==> src/rtl/aes_req_arbiter_if.sv <==
// Requester and core side signal bundle for the shared AES arbiter.
// Latency: none (wires only).
// Backpressure: req_valid/req_ready on the request side, resp_valid/resp_ready on the response side.
interface aes_req_arbiter_if #(
  parameter int NREQ = 4
);
  localparam int GW = $clog2(NREQ);

  logic                   key_stall;
  logic [NREQ-1:0]        req_valid;
  logic [128*NREQ-1:0]    req_pt;
  logic [NREQ-1:0]        req_ready;
  logic [NREQ-1:0]        resp_valid;
  logic [NREQ-1:0]        resp_ready;
  logic [127:0]           resp_ct;
  logic                   resp_err;
  logic [GW-1:0]          resp_idx;
  logic                   busy;
  logic                   aes_load;
  logic [127:0]           aes_pt;
  logic [127:0]           aes_ct;
  logic                   aes_valid;

  // Arbiter side
  modport slave (
    input  key_stall, req_valid, req_pt, resp_ready, aes_ct, aes_valid,
    output req_ready, resp_valid, resp_ct, resp_err, resp_idx, busy, aes_load, aes_pt
  );

  // Requesters plus core side
  modport master (
    output key_stall, req_valid, req_pt, resp_ready, aes_ct, aes_valid,
    input  req_ready, resp_valid, resp_ct, resp_err, resp_idx, busy, aes_load, aes_pt
  );
endinterface

==> src/rtl/aes_req_arbiter.sv <==
// Round-robin sharing of one AES core among NREQ requesters, one block in flight.
// Latency: 1 IDLE cycle + core latency (or TIMEOUT on error) + 1 RESP cycle per block.
// Backpressure: no grant while key_stall or busy; response held until resp_ready of the served requester.
module aes_req_arbiter #(
  parameter int NREQ    = 4,
  parameter int TIMEOUT = 64
) (
  input logic              clk,
  input logic              rst_n,
  aes_req_arbiter_if.slave bus
);
  localparam int GW = $clog2(NREQ);
  localparam int CW = $clog2(TIMEOUT);

  typedef enum logic [1:0] {
    S_IDLE = 2'd0,
    S_WAIT = 2'd1,
    S_RESP = 2'd2
  } state_t;

  state_t          r_state;
  state_t          w_state_nxt;
  logic [GW-1:0]   r_ptr;
  logic [GW-1:0]   r_resp_idx;
  logic [CW-1:0]   r_cnt;
  logic [127:0]    r_aes_pt;
  logic [127:0]    r_resp_ct;
  logic            r_aes_load;
  logic            r_resp_err;

  logic [NREQ-1:0] w_mask_hi;
  logic [NREQ-1:0] w_req_hi;
  logic [GW-1:0]   w_gnt_idx;
  logic            w_grant;
  logic            w_timeout;
  logic            w_resp_hs;

  assign w_grant   = (r_state == S_IDLE) && !bus.key_stall && (|bus.req_valid);
  assign w_timeout = (r_cnt == CW'(TIMEOUT - 1));
  assign w_resp_hs = (r_state == S_RESP) && bus.resp_ready[r_resp_idx];

  // Round-robin pick: lowest valid index above the last served one, else lowest valid overall
  always_comb begin
    w_mask_hi = '0;
    for (int i = 0; i < NREQ; i++) begin
      w_mask_hi[i] = (i > int'(r_ptr));
    end
    w_req_hi  = bus.req_valid & w_mask_hi;
    w_gnt_idx = '0;
    for (int i = NREQ - 1; i >= 0; i--) begin
      if (bus.req_valid[i]) w_gnt_idx = GW'(i);
    end
    if (|w_req_hi) begin
      for (int i = NREQ - 1; i >= 0; i--) begin
        if (w_req_hi[i]) w_gnt_idx = GW'(i);
      end
    end
  end

  // State register
  always_ff @(posedge clk or negedge rst_n) begin
    if (!rst_n) r_state <= S_IDLE;
    else        r_state <= w_state_nxt;
  end

  // Next-state: grant -> wait for core (valid or timeout) -> hold response until accepted
  always_comb begin
    w_state_nxt = r_state;
    case (r_state)
      S_IDLE:  if (w_grant) w_state_nxt = S_WAIT;
      S_WAIT:  if (bus.aes_valid || w_timeout) w_state_nxt = S_RESP;
      S_RESP:  if (w_resp_hs) w_state_nxt = S_IDLE;
      default: w_state_nxt = S_IDLE;
    endcase
  end

  // Outputs: one-hot accept in IDLE, one-hot response valid in RESP
  always_comb begin
    bus.req_ready  = '0;
    bus.resp_valid = '0;
    bus.busy       = (r_state != S_IDLE);
    if (w_grant) bus.req_ready[w_gnt_idx] = 1'b1;
    if (r_state == S_RESP) bus.resp_valid[r_resp_idx] = 1'b1;
  end

  // Datapath: latch plaintext on grant, capture result or error in WAIT, advance pointer on handshake
  always_ff @(posedge clk or negedge rst_n) begin
    if (!rst_n) begin
      r_aes_pt   <= '0;
      r_aes_load <= 1'b0;
      r_resp_ct  <= '0;
      r_resp_err <= 1'b0;
      r_resp_idx <= '0;
      r_ptr      <= GW'(NREQ - 1);
      r_cnt      <= '0;
    end else begin
      r_aes_load <= w_grant;
      if (w_grant) begin
        r_aes_pt   <= bus.req_pt[128*w_gnt_idx +: 128];
        r_resp_idx <= w_gnt_idx;
        r_cnt      <= '0;
      end
      if (r_state == S_WAIT) begin
        if (bus.aes_valid) begin
          r_resp_ct  <= bus.aes_ct;
          r_resp_err <= 1'b0;
        end else if (w_timeout) begin
          r_resp_ct  <= '0;
          r_resp_err <= 1'b1;
        end else begin
          r_cnt <= r_cnt + CW'(1);
        end
      end
      if (w_resp_hs) r_ptr <= r_resp_idx;
    end
  end

  assign bus.aes_load = r_aes_load;
  assign bus.aes_pt   = r_aes_pt;
  assign bus.resp_ct  = r_resp_ct;
  assign bus.resp_err = r_resp_err;
  assign bus.resp_idx = r_resp_idx;
endmodule

==> src/flat_wrapper.sv <==
// flat-port wrapper written by rule: the top's interface ports become plain ports
module aes_req_arbiter_flat 
#(
  parameter int NREQ    = 4,
  parameter int TIMEOUT = 64
)
  (clk, rst_n, bus_key_stall, bus_req_valid, bus_req_pt, bus_resp_ready, bus_aes_ct, bus_aes_valid, bus_req_ready, bus_resp_valid, bus_resp_ct, bus_resp_err, bus_resp_idx, bus_busy, bus_aes_load, bus_aes_pt);
  aes_req_arbiter_if #(.NREQ(NREQ)) bus_i ();
  input logic clk;
  input logic rst_n;
  input wire logic [$bits(bus_i.key_stall)-1:0] bus_key_stall;
  input wire logic [$bits(bus_i.req_valid)-1:0] bus_req_valid;
  input wire logic [$bits(bus_i.req_pt)-1:0] bus_req_pt;
  input wire logic [$bits(bus_i.resp_ready)-1:0] bus_resp_ready;
  input wire logic [$bits(bus_i.aes_ct)-1:0] bus_aes_ct;
  input wire logic [$bits(bus_i.aes_valid)-1:0] bus_aes_valid;
  output wire logic [$bits(bus_i.req_ready)-1:0] bus_req_ready;
  output wire logic [$bits(bus_i.resp_valid)-1:0] bus_resp_valid;
  output wire logic [$bits(bus_i.resp_ct)-1:0] bus_resp_ct;
  output wire logic [$bits(bus_i.resp_err)-1:0] bus_resp_err;
  output wire logic [$bits(bus_i.resp_idx)-1:0] bus_resp_idx;
  output wire logic [$bits(bus_i.busy)-1:0] bus_busy;
  output wire logic [$bits(bus_i.aes_load)-1:0] bus_aes_load;
  output wire logic [$bits(bus_i.aes_pt)-1:0] bus_aes_pt;
  assign bus_i.key_stall = bus_key_stall;
  assign bus_i.req_valid = bus_req_valid;
  assign bus_i.req_pt = bus_req_pt;
  assign bus_i.resp_ready = bus_resp_ready;
  assign bus_i.aes_ct = bus_aes_ct;
  assign bus_i.aes_valid = bus_aes_valid;
  assign bus_req_ready = bus_i.req_ready;
  assign bus_resp_valid = bus_i.resp_valid;
  assign bus_resp_ct = bus_i.resp_ct;
  assign bus_resp_err = bus_i.resp_err;
  assign bus_resp_idx = bus_i.resp_idx;
  assign bus_busy = bus_i.busy;
  assign bus_aes_load = bus_i.aes_load;
  assign bus_aes_pt = bus_i.aes_pt;
  aes_req_arbiter #(.NREQ(NREQ), .TIMEOUT(TIMEOUT)) u_core (.clk(clk), .rst_n(rst_n), .bus(bus_i));
endmodule
==> config.mk <==
export PLATFORM = sky130hd
export DESIGN_NAME = aes_req_arbiter_flat
export DESIGN_NICKNAME = d
export VERILOG_FILES = /design/src/rtl/aes_req_arbiter_if.sv /design/src/rtl/aes_req_arbiter.sv /design/src/flat_wrapper.sv
export SDC_FILE = /design/constraint.sdc
export NUM_CORES = 1
export LEC_CHECK = 0
export CAP_MARGIN = 20
export CORE_AREA = 4 4 361 363
export CTS_BUF_LIST = sky130_fd_sc_hd__clkbuf_8
export CTS_CLUSTER_DIAMETER = 120
export DETAILED_ROUTE_END_ITERATION = 8
export DIE_AREA = 0 0 365 367
export PLACE_DENSITY = 0.33
export SLEW_MARGIN = 20
export SYNTH_ARGS = -nofsm -noshare
export SYNTH_HDL_FRONTEND = slang
export SYNTH_SLANG_ARGS = --single-unit
==> constraint.sdc <==
create_clock -name clk -period 2.9 [get_ports clk]
set_clock_uncertainty 0.2 [all_clocks]
set_input_delay 0.435 -clock clk [delete_from_list [all_inputs] [get_ports clk]]
set_output_delay 0.435 -clock clk [all_outputs]
set_load 0.02 [all_outputs]
==> impl_metrics.py, run 1 <==
metrics = {
    "route": {
        "detail_route.first_pass.iterations": 5,
        "via_per_instance_ratio": 3.729,
        "vias": 14870,
        "initialDrtViolationCount": 758,
        "drt_wl_total_um": 90600,
        "drcViolationCount": 0,
        "routed_wire_length_per_instance_um": 22.72,
        "antenna_nets_post_route": 0,
    },
    "synthesis": {
        "postSynth.asyncResetShare_pct": 100.0,
        "synthDominantCellAreaShare_pct": 48.34,
        "synth.cell_area_sq_um": 13870,
        "yosysMostFrequentCell": "dfrtp_1",
        "synth.largest_area_cell": "dfrtp_1",
        "synth.top_cells.by_count": "dfrtp_1, nand2_1, a22o_1, nand3_1, o21ai_0",
        "synthFlopType": "dfrtp_1",
        "ys_warn_count": 0,
        "netlist_top_cells_area": "dfrtp_1, a22o_1, nand2_1, o221a_2, mux2_1",
        "ffs_latches_synth": 270,
        "seq_area_frac_synth_pct": 48.72,
        "syn-instance-count": 1293,
        "net_count_after_synthesis": 1946,
        "synth_enable_flop_cells": 0,
        "post_synth_num_cell_types": 39,
        "post_synth.cell_area_avg_sq_um": 10.73,
    },
    "floorplanning": {
        "io_pins": 921,
        "start_util_pct": 10.92,
        "die_y_um": 367,
        "die_area_sq_um": 134000,
        "fp.dieW_um": 365,
        "std_cell_rows": 131,
        "core-area_sq_um": 127000,
    },
    "final_layout": {
        "area_added_between_synthesis_and_finish_pct": 96.82,
        "post_route_cells_drive_above_1_share_pct": 15.59,
        "nets": 2913,
    },
    "timing": {
        "report.final.hold_viol_count": 0,
        "worst_slew_margin_rel_pct": 57.13,
        "worst_hold_slack_ps": 115.7,
        "grt_setup_unrepaired": "true",
        "timing.fmax_mhz": 350.2,
        "setup_viol": 0,
        "slew_viol_final": 0,
        "worst_slew_pin_slew_ps": 643.1,
        "min_period_ps": 2856,
        "fin_tns_setup_ps": 0,
        "ratio_of_final_minimum_period_to_clock_period_pct": 98.48,
    },
    "pwr": {
        "worst_ir_drop_vdd_mv": 0.3320,
        "static-leakage-power_nw": 10.82,
        "overall_power_mw": 26.51,
        "power_per_cell_area_nw_per_um2": 971.1,
        "internal_power_consumption_mw": 15.52,
        "seq_power_share_pct": 25.5,
        "p_switching_mw": 10.99,
        "p_clk_share_pct": 17.7,
        "power_switching_share_pct": 41.46,
        "combinationalPowerShare_pct": 56.8,
    },
    "cts": {
        "worstSkewPairLatency_ps": 710,
        "clockBufferDepth": 3,
        "clk_pin_slew_worst_paths_ps": 60,
        "tritoncts": "yes",
        "htreeDepth": 2,
        "root_buffer_selected_by_cts": "clkbuf_8",
        "cts-buffers-inserted": 60,
        "cts.sinks": 270,
    },
    "global_routing": {
        "use_met3_pct": 4.222,
        "antenna_found_initial": 25,
        "grt_use_total_pct": 12.83,
        "grt_first_pass_wirelength_um": 125300,
        "grt.met2_usage_pct": 22.05,
        "grt_busiest_layer": "met2",
        "use_met1_pct": 15.07,
        "via_count_of_the_first_global_routing_pass": 16370,
        "globalRouteOverflowTotal": 0,
        "largest_net_degree_at_the_start_of_global_routing": 131,
    },
    "placement": {
        "port_buffers": 920,
        "gp_congestion": 0.8440,
        "hpwlAfterDp_um": 68770,
    },
    "worst_setup_path": {
        "rr_endpoint": "u_core.bus.aes_pt[122]",
        "timing.critical_path.from_type": "flop",
        "regToRegStartpoint": "u_core.r_ptr[0]",
        "rrSetupSlack_ps": 240,
        "timing.critical_path.fanout_max": 2,
        "worstRegToRegCells": 9,
        "worst_ep_required_time_ps": 2270,
        "worst_ep_arrival_time_ps": 2220,
        "crit_type": "flop to output port",
        "worst_setup_path_end_kind": "output port",
    },
    "worst_hold_path": {
        "hold_path_class": "input pin to asynchronous set/reset pin",
    },
    "outcome": {
        "outcome": "finished clean",
    },
    "flow_run": {
        "cap_violations": 0,
    },
}
[repair_timing]
item                                    CTS  global route
setup buffers                            11             2
pin swaps                                 7             8
resized for setup                        57             4
hold buffers                             12             0
gates cloned                              2             0
hold endpoints to repair                253             0
endpoints found under the setup margin   10             4
[power groups by stage]
stage / clock [mW] / combinational [mW] / sequential (mW)
after CTS: 4.99 / 15.5 / 6.78
after global placement: 0 / 15.1 / 6.79
final: 4.70 / 15.1 / 6.75
after floorplan: 0 / 5.33 / 8.71
after global routing: 5.14 / 16.1 / 6.98
after detailed placement: 0 / 15.1 / 6.79
[critical path: stages, from the launching register on]
cell and delay (ps):
dfstp_2 550, o21ai_1 110, o221a_4 240, nand2b_4 170, nor4_4 230, buf_4 210
[layout by cell type (no fill, tap or decap), types with 54 or more instances in the layout]
master           instances
dfrtp_1                266
mux2i_1                 54
mux2_1                  66
o221a_2                 70
nand2_1                215
clkdlybuf4s50_1        910
o21ai_0                 80
buf_4                   65
nand3_1                104
mux2_2                  64
clkbuf_8                82
a22o_1                 129
[stage by stage]
stage                     util, %  setup WS [ps]  area [sq um]  cells
final                       21.49          44.08         27300   3987
after global routing        21.48         -154.0         27290   3982
after CTS                   21.48         -217.0         27290   3972
after detailed placement    20.15         -787.7         25600   3838
after global placement      20.15         -772.3         25600   3838
after floorplan                 -          110.1         13870   1293
[flip-flops by register name, indices dropped and copies added, names as in the netlist]
name	count
u_core.bus.resp_ct	128
u_core.bus.resp_err	1
u_core.bus.resp_idx	2
u_core.bus.aes_pt	128
u_core.bus.aes_load	1
u_core.r_ptr	2
u_core.r_state	2
u_core.r_cnt	6
[layer usage]
metal  wire, um  part of all wire [%]
met5        103                  0.11
met3       7702                   8.5
met1      36500                    40
met4       2162                   2.4
met2      44130                    49
[worst max path at each step]
stage	start	slack, ps	end	depth (start not counted)
finish	u_core.r_ptr[1]	40	bus_req_ready[0]	5
CTS	u_core.r_state[0]	-220	bus_req_ready[1]	9
detailed placement	bus_key_stall	-790	bus_req_ready[0]	8
global route	u_core.r_state[1]	-150	bus_req_ready[0]	7
global placement	bus_key_stall	-770	bus_req_ready[0]	8
floorplan	u_core.r_ptr[1]	110	bus_req_ready[0]	7
[area by class of cell]
cell class,instances,area (sq um)
fill,13650,99730
antenna,16,40.04
multi-input combinational,894,6596
tap,1662,2079
clock buffer,82,1129
timing repair buffer,1030,10500
clock inverter,29,172.7
inverter,4,22.52
sequential,270,6761
[kinds of logic after synthesis]
kind of cell               Yosys count  share of synthesized area (%)
AOI/OAI and AO/OA                  352                          20.70
adders and majority gates            1                        0.09018
buffers and inverters              129                          4.789
DFF                                270                          48.72
muxes                              185                          14.61
and+or+nand+nor                    356                          11.09
Power figures use the tool's default switching activity.
==> run 2, diff against run 1 <==
CTS_CLUSTER_DIAMETER = unset   (was 120)
==> impl_metrics.py, run 2 (same netlist as run 1, synthesis figures left out) <==
metrics = {
    "outcome": {
        "outcome": "complete, but fails checks",
        "failed_checks": "setup timing",
    },
    "flow_run": {
        "cap_violations": 0,
    },
    "floorplanning": {
        "core-area_sq_um": 127000,
        "fp.dieW_um": 365,
        "die_y_um": 367,
        "die_area_sq_um": 134000,
        "io_pins": 921,
        "start_util_pct": 10.92,
        "std_cell_rows": 131,
    },
    "pwr": {
        "overall_power_mw": 26.66,
        "power_per_cell_area_nw_per_um2": 972.3,
        "static-leakage-power_nw": 10.89,
        "worst_ir_drop_vdd_mv": 0.3304,
    },
    "placement": {
        "hpwlAfterDp_um": 68770,
        "dpl_worst_slack_ps": -787.7,
        "port_buffers": 920,
        "place_area_sq_um": 25600,
        "gp_congestion": 0.8440,
    },
    "final_layout": {
        "area_added_between_synthesis_and_finish_pct": 97.66,
        "post_route_cells_drive_above_1_share_pct": 15.95,
        "nets": 2923,
        "final_common_cell": "clkdlybuf4s50_1",
        "post-route-cell-area_sq_um": 27420,
        "mostFrequentLayoutCells": "clkdlybuf4s50_1, dfrtp_1, nand2_1",
        "final_core_utilization_pct": 21.59,
        "nFillCells": 13640,
    },
    "timing": {
        "report.final.hold_viol_count": 0,
        "slew_viol_final": 0,
        "setup_viol": 1,
        "ratio_of_final_minimum_period_to_clock_period_pct": 100.2,
        "worst_slew_pin_slew_ps": 642.8,
        "min_period_ps": 2904,
        "grt_setup_unrepaired": "true",
        "worst_slew_margin_rel_pct": 57.14,
        "timing.fmax_mhz": 344.3,
        "final.setup.worst_slack_ps": -4.463,
    },
    "cts": {
        "clockBufferDepth": 3,
        "htreeDepth": 2,
        "root_buffer_selected_by_cts": "clkbuf_8",
        "tritoncts": "yes",
        "clk_pin_slew_worst_paths_ps": 60,
        "cts-buffers-inserted": 61,
        "cts.sinks": 270,
        "worstSkewPairLatency_ps": 710,
    },
    "worst_setup_path": {
        "worst_setup_path_end_kind": "output port",
        "crit_type": "input pin to output port",
        "timing.critical_path.from_type": "input pin",
        "worst_ep_arrival_time_ps": 2270,
        "timing.critical_path.fanout_max": 4,
        "worst_ep_required_time_ps": 2270,
    },
    "route": {
        "initialDrtViolationCount": 684,
        "detail_route.first_pass.iterations": 5,
        "antenna_nets_post_route": 0,
        "via_per_instance_ratio": 3.720,
        "vias": 14870,
        "drt_wl_total_um": 90670,
        "routed_wire_length_per_instance_um": 22.68,
        "drcViolationCount": 0,
    },
    "global_routing": {
        "largest_net_degree_at_the_start_of_global_routing": 131,
        "grt_use_total_pct": 12.84,
        "globalRouteOverflowTotal": 0,
        "antenna_found_initial": 25,
        "grt_first_pass_wirelength_um": 125400,
        "via_count_of_the_first_global_routing_pass": 16390,
    },
    "worst_hold_path": {
        "hold_path_class": "input pin to asynchronous set/reset pin",
    },
}
## run 2: cell count changes in the layout (fill, tap and decap cells not counted), sizes merged
cell         previous run  this run
clkbuf                 82        80
buf                   102       108
dlygate4sd3            12        15
clkinv                  5         8
bufinv                  1         2
## run 2: area by class of cell
type                       count  area (sq um)  area share (%)
inverter                       4         22.52         0.08214
clock inverter                33         215.2          0.7849
multi-input combinational    894          6605           24.09
clock buffer                  80          1101           4.016
timing repair buffer        1039         10600           38.64
sequential                   270          6761           24.66
tap                         1662          2079           7.584
antenna                       16         40.04          0.1460
## run 2: critical path, cell delays in order
cell and delay (ps):
clkdlybuf4s50_1 510, buf_4 190, buf_4 140, nor2_1 60, nor3_2 310, nor3_4 80
buf_6 150, buf_12 130, nor2_4 120, buf_6 120
## run 2: final timing paths
check	startpoint	end	slack [ps]	depth (start not counted)
hold / removal	rst_n	u_core.bus.aes_pt[84]	120	2
max in group asynchronous	rst_n	u_core.bus.aes_pt[3]	1550	3
hold reg to reg	u_core.bus.resp_ct[41]	u_core.bus.resp_ct[41]	300	1
setup / recovery	bus_req_valid[1]	bus_req_ready[1]	-4	10
min in group clk	bus_aes_ct[27]	u_core.bus.resp_ct[27]	130	2
setup reg to reg	u_core.r_ptr[0]	u_core.bus.aes_pt[122]	220	9
## run 2: power by group
part           total [mW]  switching (mW)  internal, mW  leakage (nW)
logic                15.1            7.76          7.37          6.79
registers            6.75            1.15          5.60          3.33
clock network        4.78            2.12          2.65         0.762
total                26.7            11.0          15.6          10.9
## run 2: stage by stage
| stage | hold slack [ps] | instances | setup TNS [ps] |
|---|---|---|---|
| final | 119.7 | 3998 | -4.463 |
| after global routing | 25.97 | 3993 | -442.5 |
| after CTS | 0.8736 | 3976 | -581.1 |
| after detailed placement | 290.1 | 3838 | -50770 |
| after global placement | 282.0 | 3838 | -53800 |
| after floorplan | -60.59 | 1293 | 0 |
## run 2: metal layers
layer	up-vias	routed length, um	GRT usage [%]
li1	6806	-	-
met1	7311	36580	15.10
met2	623	44320	22.07
met3	118	7599	4.198
met4	16	2076	3.955
met5	-	103	0
## run 2: repair_timing
item	in CTS	in global routing
setup buffers	9	7
cloned	2	0
gates resized for setup	55	11
endpoints found under the hold margin	256	0
pin swaps	7	7
hold buffers	15	0
endpoints found under the setup margin	10	4
==> run 3, diff against run 2 <==
SKIP_LAST_GASP = 1   (was unset)
==> impl_metrics.py, run 3 (same netlist as run 1, synthesis figures left out) <==
metrics = {
    "worst_setup_path": {
        "timing.critical_path.from_type": "input pin",
        "cells_along_the_critical_path": "clkdlybuf4s50_1 -> buf_4 -> buf_4 -> nor2_1 -> nor3_2 -> nor3_4 -> buf_6 -> buf_12 -> nor2_4 -> buf_6",
        "worst_ep_required_time_ps": 2270,
        "crit_type": "input pin to output port",
        "critical_path_s_largest_stage_delay_ps": 510,
        "worst_ep_arrival_time_ps": 2270,
        "rrSetupSlack_ps": 220,
        "timing.critical_path.fanout_max": 4,
        "timing.critical_path.slowest_stage_cell": "clkdlybuf4s50_1",
        "worstRegToRegCells": 9,
        "regToRegStartpoint": "u_core.r_ptr[0]",
        "rr_endpoint": "u_core.bus.aes_pt[122]",
        "worst_setup_path_end_kind": "output port",
    },
    "route": {
        "drt_wl_total_um": 90650,
        "vias": 14890,
        "initialDrtViolationCount": 690,
        "via_per_instance_ratio": 3.725,
        "antenna_nets_post_route": 0,
        "routed_wire_length_per_instance_um": 22.67,
        "detail_route.first_pass.iterations": 5,
        "drcViolationCount": 0,
    },
    "final_layout": {
        "post_route_cells_drive_above_1_share_pct": 15.95,
        "finish.cell_count_without_fillers": 3998,
        "mostFrequentLayoutCells": "clkdlybuf4s50_1, dfrtp_1, nand2_1",
        "area_added_between_synthesis_and_finish_pct": 97.61,
        "final_common_cell": "clkdlybuf4s50_1",
        "nets": 2923,
    },
    "pwr": {
        "static-leakage-power_nw": 10.89,
        "worst_ir_drop_vdd_mv": 0.2995,
        "power_per_cell_area_nw_per_um2": 972.5,
    },
    "timing": {
        "worst_hold_slack_ps": 119.2,
        "min_period_ps": 2904,
        "worst_slew_margin_rel_pct": 56.99,
        "timing.fmax_mhz": 344.3,
        "grt_setup_unrepaired": "true",
        "worst_slew_pin_slew_ps": 645.1,
        "slew_viol_final": 0,
        "report.final.hold_viol_count": 0,
        "ratio_of_final_minimum_period_to_clock_period_pct": 100.2,
        "final.setup.worst_slack_ps": -4.463,
        "fin_tns_setup_ps": -4.463,
        "setup_viol": 1,
    },
    "floorplanning": {
        "die_area_sq_um": 134000,
        "io_pins": 921,
        "core-area_sq_um": 127000,
        "fp.dieW_um": 365,
        "std_cell_rows": 131,
        "die_y_um": 367,
        "start_util_pct": 10.92,
    },
    "cts": {
        "root_buffer_selected_by_cts": "clkbuf_8",
        "clk_pin_slew_worst_paths_ps": 50,
        "worstSkewPairLatency_ps": 710,
        "tritoncts": "yes",
        "cts.sinks": 270,
        "clockBufferDepth": 3,
        "htreeDepth": 2,
        "cts-buffers-inserted": 61,
    },
    "worst_hold_path": {
        "hold_path_class": "input pin to asynchronous set/reset pin",
    },
    "outcome": {
        "failed_checks": "setup timing",
        "outcome": "complete, but fails checks",
    },
    "global_routing": {
        "largest_net_degree_at_the_start_of_global_routing": 131,
        "antenna_found_initial": 25,
        "grt_use_total_pct": 12.84,
        "globalRouteOverflowTotal": 0,
        "grt_first_pass_wirelength_um": 125400,
        "via_count_of_the_first_global_routing_pass": 16390,
    },
    "placement": {
        "hpwlAfterDp_um": 68770,
        "dp.cells": 3838,
        "gp_congestion": 0.8440,
        "port_buffers": 920,
    },
    "flow_run": {
        "cap_violations": 0,
    },
}
[run 3: layout make-up]
type | instances | area, sq um
clock inverters | 33 | 215.2
diodes | 16 | 40.04
inverters | 4 | 22.52
fillers | 13640 | 99620
well taps | 1662 | 2079
multi-input cells | 894 | 6605
repair buffers | 1039 | 10590
flip-flops and latches | 270 | 6761
clock buffers | 80 | 1101
[run 3: critical path, delay by kind of cell]
kind	cells	cell delay, ps
simple gates	4	570
buf+inv	6	1240
[run 3: worst max path at each step]
stage | cells past startpoint | slack (ps) | end | from
final | 10 | -4 | bus_req_ready[1] | bus_req_valid[1]
after detailed placement | 8 | -790 | bus_req_ready[0] | bus_key_stall
after CTS | 9 | -220 | bus_req_ready[1] | u_core.r_state[0]
after global placement | 8 | -770 | bus_req_ready[0] | bus_key_stall
after global routing | 7 | -170 | bus_req_ready[0] | u_core.r_state[1]
after floorplan | 7 | 110 | bus_req_ready[0] | u_core.r_ptr[1]
[run 3: routing by layer]
| layer | vias up | share of wire [%] | global-route usage [%] |
|---|---|---|---|
| met5 | - | 0.11 | 0 |
| met3 | 118 | 8.4 | 4.198 |
| li1 | 6808 | - | - |
| met4 | 16 | 2.3 | 3.955 |
| met1 | 7320 | 40 | 15.10 |
| met2 | 631 | 49 | 22.07 |
[run 3: timing repair]
item,CTS,global route
pin swaps,7,7
resized for setup,53,10
setup buffers,9,7
endpoints found under the hold margin,256,0
setup endpoints to repair,10,5
cloned,2,0
hold buffers,15,0
[run 3: metrics by stage]
step                util, %  setup WS [ps]  instance area [sq um]  power (mW)
detailed placement    20.15         -787.7                  25600       21.85
CTS                   21.51         -223.4                  27320       27.30
floorplan                 -          110.1                  13870       14.04
finish                21.58         -4.463                  27410       26.66
global route          21.57         -169.8                  27400       28.41
global placement      20.15         -772.3                  25600       21.86
[run 3: power by group]
group	internal, mW	switching [mW]	total, mW
logic	7.37	7.76	15.1
clock network	2.65	2.13	4.78
registers	5.60	1.15	6.75
total	15.6	11.0	26.7
